## src/rtl/mem_arbiter_if.sv

```systemverilog
// External memory bus: registered request fields from the arbiter, ack and read data back.
interface mem_arbiter_if;
  logic        bus_req_o;
  logic        bus_we_o;
  logic [31:0] bus_addr_o;
  logic [3:0]  bus_sel_o;
  logic [31:0] bus_wdata_o;
  logic        bus_ack_i;
  logic [31:0] bus_rdata_i;

  modport master (
    output bus_req_o, bus_we_o, bus_addr_o, bus_sel_o, bus_wdata_o,
    input  bus_ack_i, bus_rdata_i
  );

  modport slave (
    input  bus_req_o, bus_we_o, bus_addr_o, bus_sel_o, bus_wdata_o,
    output bus_ack_i, bus_rdata_i
  );
endinterface

```

## src/rtl/mem_arbiter.sv

```systemverilog
// Shares one memory bus between fetch (IF) and data (ME) ports with tagged one-entry holding registers.
// ME wins over IF; a watchdog completes never-acknowledged transactions with data 0 and a sticky error.
module mem_arbiter #(
  parameter int TIMEOUT = 255
) (
  input  logic          clk,
  input  logic          rst,
  input  logic          if_ce_i,
  input  logic [31:0]   if_addr_i,
  output logic [31:0]   if_data_o,
  output logic          if_stall_o,
  input  logic          me_ce_i,
  input  logic          me_we_i,
  input  logic [31:0]   me_addr_i,
  input  logic [3:0]    me_sel_i,
  input  logic [31:0]   me_wdata_i,
  output logic [31:0]   me_rdata_o,
  output logic          me_stall_o,
  output logic          err_o,
  mem_arbiter_if.master bus
);
  localparam int            CW       = (TIMEOUT > 255) ? $clog2(TIMEOUT + 1) : 8;
  localparam logic [CW-1:0] TMO_LAST = CW'(TIMEOUT - 1);

  typedef enum logic [1:0] {IDLE, BUS_ME, BUS_IF} state_t;

  typedef struct packed {
    logic        we;
    logic [29:0] waddr;
    logic [3:0]  sel;
    logic [31:0] wdata;
  } me_tag_t;

  state_t      state_q, state_d;
  logic        if_vld_q, if_vld_d;
  logic [29:0] if_tag_q, if_tag_d;
  logic [31:0] if_data_q, if_data_d;
  logic        me_vld_q, me_vld_d;
  me_tag_t     me_tag_q, me_tag_d;
  logic [31:0] me_data_q, me_data_d;
  logic        bus_req_q, bus_req_d;
  logic        bus_we_q, bus_we_d;
  logic [31:0] bus_addr_q, bus_addr_d;
  logic [3:0]  bus_sel_q, bus_sel_d;
  logic [31:0] bus_wdata_q, bus_wdata_d;
  logic [CW-1:0] cnt_q, cnt_d;
  logic        err_q, err_d;

  me_tag_t     me_req_tag;
  logic        if_hit, me_hit, expire, done;
  logic [31:0] cap_data;
  logic        unused_addr_lsb;

  assign unused_addr_lsb = ^{if_addr_i[1:0], me_addr_i[1:0]};

  assign me_req_tag = '{we: me_we_i, waddr: me_addr_i[31:2], sel: me_sel_i, wdata: me_wdata_i};
  assign if_hit     = if_ce_i & if_vld_q & (if_tag_q == if_addr_i[31:2]);
  assign me_hit     = me_ce_i & me_vld_q & (me_tag_q == me_req_tag);
  assign if_stall_o = if_ce_i & ~if_hit;
  assign me_stall_o = me_ce_i & ~me_hit;

  // A real ack in the expiry cycle takes precedence and does not flag an error.
  assign expire   = (TIMEOUT != 0) && !bus.bus_ack_i && (cnt_q == TMO_LAST);
  assign done     = bus.bus_ack_i | expire;
  assign cap_data = (expire || bus_we_q) ? 32'h0 : bus.bus_rdata_i;

  always_comb begin
    state_d     = state_q;
    if_vld_d    = if_vld_q;
    if_tag_d    = if_tag_q;
    if_data_d   = if_data_q;
    me_vld_d    = me_vld_q;
    me_tag_d    = me_tag_q;
    me_data_d   = me_data_q;
    bus_req_d   = bus_req_q;
    bus_we_d    = bus_we_q;
    bus_addr_d  = bus_addr_q;
    bus_sel_d   = bus_sel_q;
    bus_wdata_d = bus_wdata_q;
    cnt_d       = cnt_q;
    err_d       = err_q;
    case (state_q)
      IDLE: begin
        if (me_stall_o) begin
          state_d     = BUS_ME;
          bus_req_d   = 1'b1;
          bus_we_d    = me_we_i;
          bus_addr_d  = {me_addr_i[31:2], 2'b00};
          bus_sel_d   = me_sel_i;
          bus_wdata_d = me_wdata_i;
          cnt_d       = '0;
        end else if (if_stall_o) begin
          state_d     = BUS_IF;
          bus_req_d   = 1'b1;
          bus_we_d    = 1'b0;
          bus_addr_d  = {if_addr_i[31:2], 2'b00};
          bus_sel_d   = 4'b1111;
          bus_wdata_d = 32'h0;
          cnt_d       = '0;
        end
      end
      BUS_ME, BUS_IF: begin
        if (done) begin
          if (state_q == BUS_ME) begin
            me_vld_d  = 1'b1;
            me_tag_d  = '{we: bus_we_q, waddr: bus_addr_q[31:2], sel: bus_sel_q, wdata: bus_wdata_q};
            me_data_d = cap_data;
            // A store makes any fetched copy of the same word stale.
            if (bus_we_q && (if_tag_q == bus_addr_q[31:2])) if_vld_d = 1'b0;
          end else begin
            if_vld_d  = 1'b1;
            if_tag_d  = bus_addr_q[31:2];
            if_data_d = cap_data;
          end
          err_d     = err_q | expire;
          bus_req_d = 1'b0;
          bus_we_d  = 1'b0;
          state_d   = IDLE;
        end else begin
          cnt_d = cnt_q + 1'b1;
        end
      end
      default: state_d = IDLE;
    endcase
  end

  always_ff @(posedge clk) begin
    if (rst) begin
      state_q     <= IDLE;
      if_vld_q    <= 1'b0;
      if_tag_q    <= '0;
      if_data_q   <= '0;
      me_vld_q    <= 1'b0;
      me_tag_q    <= '0;
      me_data_q   <= '0;
      bus_req_q   <= 1'b0;
      bus_we_q    <= 1'b0;
      bus_addr_q  <= '0;
      bus_sel_q   <= '0;
      bus_wdata_q <= '0;
      cnt_q       <= '0;
      err_q       <= 1'b0;
    end else begin
      state_q     <= state_d;
      if_vld_q    <= if_vld_d;
      if_tag_q    <= if_tag_d;
      if_data_q   <= if_data_d;
      me_vld_q    <= me_vld_d;
      me_tag_q    <= me_tag_d;
      me_data_q   <= me_data_d;
      bus_req_q   <= bus_req_d;
      bus_we_q    <= bus_we_d;
      bus_addr_q  <= bus_addr_d;
      bus_sel_q   <= bus_sel_d;
      bus_wdata_q <= bus_wdata_d;
      cnt_q       <= cnt_d;
      err_q       <= err_d;
    end
  end

  assign if_data_o       = if_data_q;
  assign me_rdata_o      = me_data_q;
  assign err_o           = err_q;
  assign bus.bus_req_o   = bus_req_q;
  assign bus.bus_we_o    = bus_we_q;
  assign bus.bus_addr_o  = bus_addr_q;
  assign bus.bus_sel_o   = bus_sel_q;
  assign bus.bus_wdata_o = bus_wdata_q;
endmodule

```

## src/flat_wrapper.sv

```systemverilog
// flat-port wrapper written by rule: the top's interface ports become plain ports
module mem_arbiter_flat 
#(
  parameter int TIMEOUT = 255
)
  (clk, rst, if_ce_i, if_addr_i, if_data_o, if_stall_o, me_ce_i, me_we_i, me_addr_i, me_sel_i, me_wdata_i, me_rdata_o, me_stall_o, err_o, bus_bus_req_o, bus_bus_we_o, bus_bus_addr_o, bus_bus_sel_o, bus_bus_wdata_o, bus_bus_ack_i, bus_bus_rdata_i);
  mem_arbiter_if bus_i ();
  input  logic clk;
  input  logic rst;
  input  logic if_ce_i;
  input  logic [31:0] if_addr_i;
  output logic [31:0] if_data_o;
  output logic if_stall_o;
  input  logic me_ce_i;
  input  logic me_we_i;
  input  logic [31:0] me_addr_i;
  input  logic [3:0] me_sel_i;
  input  logic [31:0] me_wdata_i;
  output logic [31:0] me_rdata_o;
  output logic me_stall_o;
  output logic err_o;
  output wire logic [$bits(bus_i.bus_req_o)-1:0] bus_bus_req_o;
  output wire logic [$bits(bus_i.bus_we_o)-1:0] bus_bus_we_o;
  output wire logic [$bits(bus_i.bus_addr_o)-1:0] bus_bus_addr_o;
  output wire logic [$bits(bus_i.bus_sel_o)-1:0] bus_bus_sel_o;
  output wire logic [$bits(bus_i.bus_wdata_o)-1:0] bus_bus_wdata_o;
  input wire logic [$bits(bus_i.bus_ack_i)-1:0] bus_bus_ack_i;
  input wire logic [$bits(bus_i.bus_rdata_i)-1:0] bus_bus_rdata_i;
  assign bus_bus_req_o = bus_i.bus_req_o;
  assign bus_bus_we_o = bus_i.bus_we_o;
  assign bus_bus_addr_o = bus_i.bus_addr_o;
  assign bus_bus_sel_o = bus_i.bus_sel_o;
  assign bus_bus_wdata_o = bus_i.bus_wdata_o;
  assign bus_i.bus_ack_i = bus_bus_ack_i;
  assign bus_i.bus_rdata_i = bus_bus_rdata_i;
  mem_arbiter #(.TIMEOUT(TIMEOUT)) u_core (.clk(clk), .rst(rst), .if_ce_i(if_ce_i), .if_addr_i(if_addr_i), .if_data_o(if_data_o), .if_stall_o(if_stall_o), .me_ce_i(me_ce_i), .me_we_i(me_we_i), .me_addr_i(me_addr_i), .me_sel_i(me_sel_i), .me_wdata_i(me_wdata_i), .me_rdata_o(me_rdata_o), .me_stall_o(me_stall_o), .err_o(err_o), .bus(bus_i));
endmodule
```

## config.mk

```make
export PLATFORM = sky130hd
export DESIGN_NAME = mem_arbiter_flat
export DESIGN_NICKNAME = d
export VERILOG_FILES = /design/src/rtl/mem_arbiter_if.sv /design/src/rtl/mem_arbiter.sv /design/src/flat_wrapper.sv
export SDC_FILE = /design/constraint.sdc
export NUM_CORES = 1
export LEC_CHECK = 0
export CELL_PAD_IN_SITES_DETAIL_PLACEMENT = 2
export CELL_PAD_IN_SITES_GLOBAL_PLACEMENT = 2
export CORE_MARGIN = 4
export CORE_UTILIZATION = 28
export DETAILED_ROUTE_END_ITERATION = 12
export MAX_ROUTING_LAYER = met4
export PLACE_DENSITY_LB_ADDON = 0.1
export SYNTH_ARGS = -nofsm -noshare
export SYNTH_HDL_FRONTEND = slang
export SYNTH_SLANG_ARGS = --single-unit
export TNS_END_PERCENT = 10
```

## constraint.sdc

```tcl
create_clock -name clk -period 3.5 [get_ports clk]
set_input_delay 0.7 -clock clk [delete_from_list [all_inputs] [get_ports clk]]
set_output_delay 0.7 -clock clk [all_outputs]
set_load 0.01 [all_outputs]
```

==> results.md, run 1 <==
Synthesis:
- After synthesis, the share of flip-flops with an asynchronous set or reset is 0%.
- The primary flip-flop cell chosen by synthesis mapping is dfxtp_1.
- The number of enable-type register cells in the synthesized netlist is 0.
- The sequential element share of the synthesized area is between 40% and 50%.
- The synthesized flop and latch total is around 240.
- The instance count of the mapped netlist is approximately 1200.
- The post-synthesis compound-gate area fraction is 19.8%.
- The synthesized-area fraction occupied by xor and xnor cells is a little over 9%.
- The synthesized netlist devotes less than 1% of its cell area to adder and majority cells.
- The count of unique library cells instantiated by Yosys is between 40 and 50.
- The post-synthesis area per instance is 8.43 µm².
- The multiplexer share of the synthesized area is 0%.
- The main combinational cell family by area after synthesis is compound AO/OA/AOI/OAI gates.
- The number of warning messages in the yosys log is 0.
- The cell area that synthesis handed to floorplanning was 10400 µm².
- The area share of and/or/nand/nor cells after synthesis is 18.1%.

STA:
- The final count of hold timing violations is 0.
- The worst-margin pin slew is between 0.9 and 1 ns.
- The worst setup slack after layout is just over 0.03 ns.
- The worst path uses between 90% and 100% of the clock period.
- The fmax is 288 MHz.
- The total count of max-transition violations in the final report is 0.
- The setup violation total in the final timing report is 0.
- Setup repair after global routing could not meet its margin everywhere.
- On the final layout, the worst clock skew is 0.0139 ns.
- Measured against its own limit, the worst slew margin works out to roughly 35%.
- After layout, the minimum clock period comes to 3.47 ns.

Die:
- The floorplan step set the die width to roughly 200 µm.
- The y dimension of the die is 200 µm.
- The floorplan step defined a die boundary enclosing around 40000 µm².
- The number of I/O pins is 275.
- The floorplan step defined a core boundary enclosing around 37000 µm².
- The row count is 70.
- The initial standard-cell utilization of the core is roughly 28%.

GRT:
- The largest net degree at the start of global routing is 65.
- Across every metal layer, demand over resource in global routing totals 21.8%.
- The residual overflow from global routing is 0.
- The via count of the first global-routing pass is between 10000 and 15000.
- The global-route wire length before repair is just under 70000 µm.
- The number of antenna violations at the first check in global routing is 5.

Placed design:
- Once detailed placement completed, the half-perimeter wirelength came to approximately 32000 µm.
- After detailed placement, the design holds a cell count of between 1500 and 2000.
- The count of input and output buffers is 268.
- The worst-case setup slack after placement is -0.502 ns.
- Routability-driven placement finished with a final weighted congestion of roughly 0.8.

Setup path:
- The type of the worst setup path is input port to primary output.
- STA puts the critical path data required time at around 2.8 ns.
- On the worst path, the slowest cell contributes a delay of between 0.4 and 0.5 ns.
- The signal arrival time at the worst endpoint is ~2.8 ns.
- The worst setup path is captured at a primary output.
- Among all stages on the critical path, the largest delay is contributed by clkdlybuf4s50_1.
- Of all nets on the critical path, the largest fanout is 2.
- The category of the worst setup path launch point is an input port.
- The cell family contributing the most delay on the critical path is buffers and inverters.
- The count of buffering cells on the critical path with inverters included is 4.
- The signal on the critical path passes through clkdlybuf4s50_1 > xor2_1 > nor4_2 > buf_4 > nand3_1 > nor3_2 > a21o_1 > inv_2 > buf_2.

Clock network:
- The hold buffer count at cts is 0.
- The CTS tree is yes.
- Counting the buffers created by CTS gives 30.
- The number of sinks handled by clock tree synthesis is between 200 and 250.
- The clock latency at the later pin of the worst-skew pair is about 0.55 ns.
- In this run the deepest clock path goes through 3 buffers.
- The master cell of the clock root buffer is clkbuf_16.
- The clock input transition at the sequential cells of the worst setup and hold paths is about 0.060 ns.
- In this run the number of H-tree levels came out at 1.

Pwr:
- The cell-internal power is around 5.3 mW.
- For this design the static power due to leakage is about 5.3 nW.
- The fraction of power consumed by combinational cells is between 15 and 20%.
- The switching power of the nets is ~2.1 mW.
- The part of the power in the clock network is 40.1%.
- Of the total power, registers draw 41.3%.
- The total power divided by cell area is around 500 nW/µm².
- In this run switching power makes up between 20 and 30% of total power.
- VDD sags by at most approximately 0.35 mV.

Flow run:
- The number of maximum-capacitance violations is 0.

Layout:
- In the final design database the tool counted 1646 nets.
- The fraction of final layout cells sized beyond drive strength 1 is 9.01%.
- The area growth from synthesis to layout is 44.2%.
- The number of inserted filler cells in the final layout is between 4000 and 5000.
- The final non-filler cell total is 1995.

Route:
- The number of remaining DRC errors is 0.
- The average wire per standard cell is 22.5 µm.
- The remaining number of nets flagged by the antenna check after routing is 0.
- After the first detailed-routing iteration, the DRC count stood at approximately 380.
- The number of iterations in the first detailed-routing pass is 4.
- Wires add up to approximately 45000 µm.
- Dividing the detail-routed via count by the number of cells gives 5.09.
- The vias after detailed routing is 10152.

Outcome:
- The run finished with clean final reports.

Min path:
- The path type of the worst min-delay path is flop to flop.
## layer usage
layer / part of all wire, % / up-vias / track usage [%]
li1: - / 4804 / -
met1: 43 / 5097 / 26.6
met2: 49 / 198 / 37.1
met3: 5.1 / 53 / 4.68
met4: 2.3 / 0 / 5.51
met5: 0 / - / -
## cells in the final DEF, fill, tap and decap left out, drive strengths merged, types with 4 or more instances in the layout
cell,netlist,layout
nand2,274,274
nor2b,7,7
o221a,34,34
inv,45,46
xor2,45,45
dfxtp,242,242
nor3,5,5
diode,0,6
ha,6,6
a32o,35,35
a21oi,195,195
nor2,10,10
buf,15,62
clkdlybuf4s50,0,257
nand3,73,73
nand2b,16,16
nand4,18,18
dlygate4sd2,0,6
o21ai,12,12
clkbuf,73,47
nor4,19,19
o211ai,4,4
xnor2,65,65
o2111ai,5,5
## synthesized netlist by cell type (6+ instances only)
cell / count / area share [%]
o21ai_0: 11 / 0.53
nand4_1: 18 / 1.1
nand2b_1: 16 / 0.97
nor2b_1: 7 / 0.42
dfxtp_1: 242 / 47
nand3_1: 73 / 3.5
xor2_1: 45 / 3.8
nor4_1: 18 / 1.1
ha_1: 6 / 0.72
xnor2_1: 65 / 5.5
clkbuf_1: 73 / 2.6
inv_1: 43 / 1.6
nor2_1: 10 / 0.36
o221a_1: 30 / 3.3
a32o_1: 35 / 3.4
nand2_1: 274 / 9.9
a21oi_1: 195 / 9.4
## kinds of logic (layout without fill, tap and decap cells)
logic type / Yosys count / after routing
fa+ha+maj: 6 / 6
xor+xnor: 110 / 110
compound gates: 309 / 309
flops: 242 / 242
simple gates: 428 / 428
buf+inv: 133 / 424
other cells: 1 / 8
## flip-flops by register name, indices dropped and copies added (netlist names)
register and flops:
u_core.me_vld_q 1, u_core.bus.bus_req_o 1, u_core.bus.bus_addr_o 30, u_core.bus.bus_wdata_o 32, u_core.bus.bus_we_o 1, u_core.me_tag_q 67, u_core.state_q 2, u_core.if_data_o 32
u_core.if_vld_q 1, u_core.if_tag_q 30, u_core.err_o 1, u_core.bus.bus_sel_o 4, u_core.cnt_q 8, u_core.me_rdata_o 32
## layout make-up
class                      instances  area (µm²)  share of cell area, %
inverter                          45         169                   1.13
antenna                            6        15.0                  0.100
timing repair buffer             328        3250                   21.8
clock inverter                     4        23.8                  0.159
clock buffer                      47         916                   6.13
sequential                       242        4840                   32.4
multi-input combinational        855        5140                   34.4
tap                              468         586                   3.92
## final timing paths
check	cells past startpoint	slack [ns]	endpoint	from
worst max-delay path	9	0.03	me_stall_o	me_wdata_i[15]
worst min-delay path	2	0.46	u_core.if_data_o[22]	u_core.if_data_o[22]
worst max register to register	11	0.61	u_core.bus.bus_addr_o[2]	u_core.me_tag_q[46]
worst min register to register	2	0.46	u_core.if_data_o[22]	u_core.if_data_o[22]
## worst register-to-register path, cell delays in order (launching register included)
cell	delay, ns
dfxtp_1	0.32
xnor2_1	0.16
buf_4	0.14
nand4_1	0.07
or4_4	0.54
nor4_4	0.33
a21o_1	0.23
inv_2	0.08
buf_4	0.19
o21a_1	0.23
buf_12	0.18
o221a_2	0.31
## power groups by stage
| stage | Sequential (mW) | Clock [mW] | Combinational, mW |
|---|---|---|---|
| 2_1_floorplan | 3.14 | 0 | 0.566 |
| 3_3_place_gp | 3.14 | 0 | 1.38 |
| 3_5_place_dp | 3.14 | 0 | 1.39 |
| 4_1_cts | 3.09 | 3.09 | 1.41 |
| 5_1_grt | 3.11 | 3.21 | 1.49 |
| 6_report | 3.08 | 2.99 | 1.38 |
## what timing repair did
item                       4_1_cts  5_1_grt
pin swaps                        4        7
cloned                           0        0
resized for setup               22        9
setup buffers                    0        1
setup endpoints to repair        2        2
## per-stage QoR
step	util [%]	TNS, ns	instance area [µm²]	power, mW	hold slack [ns]
detailed placement	38.0	-18.81	13900	4.54	0.451
CTS	40.7	0	14900	7.58	0.460
floorplan	-	0	10400	3.71	0.434
global placement	38.0	-17.44	13900	4.52	0.441
global route	40.9	-0.0916	14900	7.80	0.484
finish	40.9	0	14900	7.46	0.458
No activity file was read; power rests on OpenSTA's default activity.
==> inputs of run 2 (changes only) <==
--- a/config.mk
+++ b/config.mk
@@ -5,10 +5,11 @@
 export SDC_FILE = /design/constraint.sdc
 export NUM_CORES = 1
 export LEC_CHECK = 0
+export ABC_AREA = 1
 export CELL_PAD_IN_SITES_DETAIL_PLACEMENT = 2
 export CELL_PAD_IN_SITES_GLOBAL_PLACEMENT = 2
 export CORE_MARGIN = 4
-export CORE_UTILIZATION = 28
+export CORE_UTILIZATION = 27
 export DETAILED_ROUTE_END_ITERATION = 12
 export MAX_ROUTING_LAYER = met4
 export PLACE_DENSITY_LB_ADDON = 0.1
==> constraint.sdc (replaced) <==
create_clock -name clk -period 3.8 [get_ports clk]
set_input_delay 0.76 -clock clk [delete_from_list [all_inputs] [get_ports clk]]
set_output_delay 0.76 -clock clk [all_outputs]
set_load 0.01 [all_outputs]
==> run 2 against run 1 <==
Effect of this change: count of clock-buffer cells in the layout is 3 lower; sequential share of layout area is 0.26 points lower; routed wire length is 1.5% higher; largest power group is now the clock network; global-route usage is 0.94 points lower; register-to-register slack better by 0.59 ns; final cell count is 16% higher; total power is 1.8% lower; flip-flop and latch count stayed put; die area is 8.3% higher; highest routed layer unchanged; worst hold slack better by 0.010 ns.
==> results.md, run 2 <==
Clock network:
- The number of H-tree branching levels came to 1 (unchanged).
- The number of gates resized after cts is 0 (-100%).
- TritonCTS built the clock tree.
- The number of sinks handled by clock tree synthesis was 242 (unchanged).
- The clock input transition at the sequential cells of the worst setup and hold paths is 0.06 ns (about the same).
- The hold buffer count at cts is 0 (unchanged).
- The number of buffers created by CTS is 31 (+3.3%).
- The number of buffers inserted by post-CTS setup repair is 0 (unchanged).
- The clock latency at the later pin of the worst-skew pair is 0.58 ns (+0.03 ns).
- The maximum buffer depth of the clock tree came to 3 (unchanged).
- The master cell of the clock root buffer is clkbuf_16.

GRT:
- The global routing usage on met3 was 5.85% (+1.2 points).
- The residual overflow from global routing is 0 (unchanged).
- The largest net degree at the start of global routing came to 121 (+86%).
- The global-route wire length before repair is 70900 µm (+5.4%).
- The number of antenna violations at the first check in global routing was 3 (-2).
- The overall routing resource usage was 20.9% (-0.94 points).
- The via count of the first global-routing pass came to 12018 (+10%).
- The met2 usage is 33.2% (-3.9 points).
- The fraction of met1 tracks used by global routing was 27.5% (+0.91 points).
- The layer flagged by global routing as most heavily used is met2.

STA:
- The worst-margin pin slew is 0.819 ns (-0.159 ns).
- The total count of max-transition violations in the final report was 0 (unchanged).
- The fmax is ~280 MHz.
- The final count of hold timing violations is 0 (unchanged).
- Setup repair after global routing left no endpoint under its margin.
- The setup violation total in the final timing report is 0 (unchanged).
- The worst slew slack as a fraction of its limit is 45.2% (+11 points).
- The period utilization is 95.7%.
- The worst setup slack after layout came to 0.165 ns (+0.134 ns).
- The smallest clock period supported by the final layout is computed as ~3.6 ns.
- The summed negative setup slack over all endpoints is 0 ns (unchanged).
- The final clock skew was 0.0272 ns (+0.0133 ns).

Layout:
- Ranked by flip-flop count, first place goes to u_core.me_tag_q.
- The top cell types in the final layout, fill and taps aside, are 299 x nand2_1, 266 x clkdlybuf4s50_1, 242 x dfxtp_1.
- The number of flip-flops in the largest register came to 67 (unchanged).
- The leading cell type in the layout, fill and taps excluded is nand2_1.
- The final design utilization is 37.9% (-3.0 points).
- The sequential standard cell area came to 4840 µm² (unchanged).
- Compared with the post-synthesis result, the final layout area differs by 38.7%.
- The final non-filler cell total was 2315 (+16%).
- The combined area of the multi-input logic cells is 5050 µm² (-1.8%).
- The fraction of final layout cells sized beyond drive strength 1 is 6.21% (-2.8 points).
- The total number of nets in the final design came to 1909 (+16%).
- The number of inserted filler cells in the final layout is 4627 (+15%).

Route:
- The remaining number of nets flagged by the antenna check after routing is 0 (unchanged).
- The overall routed net length is 45600 µm (+1.5%).
- The number of iterations in the first detailed-routing pass is 5 (+1).
- The vias after detailed routing came to 11185 (+10%).
- The average wire per standard cell is 19.7 µm (-13%).
- The average vias per placed instance is 4.83 (-5.1%).
- The number of DRC markers after the initial detailed-route iteration is 488 (+29%).
- The number of remaining DRC errors came to 0 (unchanged).

Setup path:
- The minimum setup slack among reg-to-reg paths came to 1.20 ns (+0.59 ns).
- The type of the worst setup path is input port to primary output.
- The depth of the worst register-to-register path is 14 (+3).
- The category of the worst setup path launch point is an input port.
- STA classifies the critical path endpoint as a primary output.
- The maximum fanout along the worst path is 3 (+1).
- The origin of the critical flop-to-flop path is u_core.me_tag_q[51].
- The required time of the critical path is 3.04 ns (+0.24 ns).
- The endpoint identified for the worst register-to-register timing path is u_core.bus.bus_addr_o[21].
- The signal arrival time at the worst endpoint was 2.87 ns (+0.10 ns).

Die:
- The horizontal die dimension is 209 µm (+4.1%).
- The core region area is 39700 µm² (+8.8%).
- The row count is 73 (+4.3%).
- The number of I/O pins came to 275 (unchanged).
- The y dimension of the die came to 209 µm (+4.1%).
- The die area is 43500 µm² (+8.3%).
- The initial standard-cell utilization of the core is 27.3% (-1.0 points).

Synthesis:
- The main combinational cell family by area after synthesis is compound AO/OA/AOI/OAI gates.
- The number of enable-type register cells in the synthesized netlist is 0 (unchanged).
- The multiplexer share of the synthesized area is 0% (unchanged).
- The number of warning messages in the yosys log came to 0 (unchanged).
- The sequential element share of the synthesized area was 44.6% (-2.1 points).
- The post-synthesis compound-gate area fraction is 21.7% (+1.9 points).
- The adder-cell share of the synthesized area is 0.691% (-0.033 points).
- The area share of and/or/nand/nor cells after synthesis is 20.8% (+2.6 points).
- The instance count of the mapped netlist is 1527 (+24%).
- The most used standard cell by instance count after synthesis is nand2_1.
- The post-synthesis area per instance is 7.11 µm² (-16%).
- The count of unique library cells instantiated by Yosys is 40 (-17%).
- By area the synthesized netlist is led by dfxtp_1 45%, nand2_1 10%, o21ai_0 10%.
- The synthesized-area fraction occupied by xor and xnor cells is 3.06% (-6.2 points).
- The synthesized flop and latch total is 242 (unchanged).
- The most used flip-flop cell after synthesis is dfxtp_1.
- The commonest cells after synthesis are 299 x nand2_1, 242 x dfxtp_1, 217 x o21ai_0, 198 x nor2_1, 170 x a21oi_1.
- dfxtp_1 takes more of the synthesized area than any other cell.
- The async set or reset register ratio after synthesis is 0% (unchanged).
- The top-area cell type share of the netlist area is 44.6% (-2.1 points).
- The synthesized area came to 10900 µm² (+4.8%).

Placed design:
- The worst-case setup slack after placement is 0.0133 ns (+0.515 ns).
- The weighted congestion at the end of routability-driven global placement is 0.811 (+1.1%).
- The placed instance count was 2257 (+17%).
- The detailed placer's ending HPWL came to 32800 µm (+2.1%).
- The count of input and output buffers came to 268 (unchanged).

Pwr:
- The fraction of power consumed by combinational cells is 18.8% (+0.3 points).
- The register share of total power is 39.6% (-1.7 points).
- The cell-internal power came to 5.19 mW (-2.8%).
- The switching power of the nets is 2.14 mW (+0.86%).
- The worst IR drop on VDD is 0.307 mV (-12%).
- The switching share of power is 29.2% (+0.77 points).
- The part of the power in the clock network is 41.7% (+1.6 points).
- The post-layout total power came to 7.33 mW (-1.8%).
- The total power divided by cell area is 486 nW/µm² (-2.6%).
- The leakage power is 6.20 nW (+18%).

Min path:
- The cell depth of the worst min-delay path is 2 (unchanged).
- The hold path startpoint is u_core.me_tag_q[0].
- The tightest min-delay check is of the flop to flop type.
- The worst hold path terminates at u_core.me_tag_q[0].

Outcome:
- The run finished with clean final reports.

Flow run:
- The number of maximum-capacitance violations came to 0 (unchanged).
## run 2: logic make-up (layout without fill, tap and decap cells)
family                   count (synthesis)  after routing
AND/OR/NAND/NOR                        560            560
AO/OA/AOI/OAI                          449            449
flip-flops                             242            242
buffers and inverters                  231            490
XOR/XNOR                                38             38
adder cells (fa/ha/maj)                  6              6
other                                    1              5
## run 2: per-layer routing
layer / up-vias / routed length, µm
met5: - / 0
met3: 39 / 3010
met1: 5474 / 21100
li1: 5444 / -
met4: 0 / 575
met2: 228 / 20900
## run 2: per-stage QoR
| step | cell area, µm² | hold WS [ns] |
|---|---|---|
| 2_1_floorplan | 10900 | 0.434 |
| 3_3_place_gp | 14000 | 0.451 |
| 3_5_place_dp | 14000 | 0.460 |
| 4_1_cts | 15100 | 0.468 |
| 5_1_grt | 15100 | 0.497 |
| 6_report | 15100 | 0.469 |
## run 2: power groups by stage
stage	combinational, mW	clock [mW]	sequential, mW
after floorplan	0.654	0	2.96
after global placement	1.36	0	2.94
after detailed placement	1.39	0	2.95
after CTS	1.40	3.16	2.90
after global routing	1.53	3.27	2.93
final	1.38	3.05	2.90
## run 2: worst max-delay path, stage by stage
cell             delay, ns
clkdlybuf4s50_1       0.52
inv_1                 0.11
nand2_1               0.07
nand2_1               0.05
nor2_1                0.15
nand2_1               0.07
nor2_1                0.12
nand3_1               0.13
nor2_1                0.16
nand2_1               0.11
nand2_4               0.09
inv_2                 0.06
clkdlybuf4s50_1       0.48
## run 2: layout make-up
cell class	instances	share of cell area, %
clock buffers	44	6.07
diodes	3	0.0498
repair buffers	287	19.1
flip-flops and latches	242	32.2
clock inverters	11	0.980
multi-input cells	1055	33.5
well taps	525	4.36
inverters	148	3.74
## run 2: worst max path at each step
stage                  start         end  slack [ns]
2_1_floorplan  me_addr_i[12]  me_stall_o        1.35
3_3_place_gp    me_addr_i[5]  me_stall_o        0.07
3_5_place_dp    me_addr_i[5]  me_stall_o        0.01
4_1_cts         me_addr_i[5]  me_stall_o       0.008
5_1_grt        me_addr_i[30]  me_stall_o        0.03
6_report       me_addr_i[30]  me_stall_o        0.17
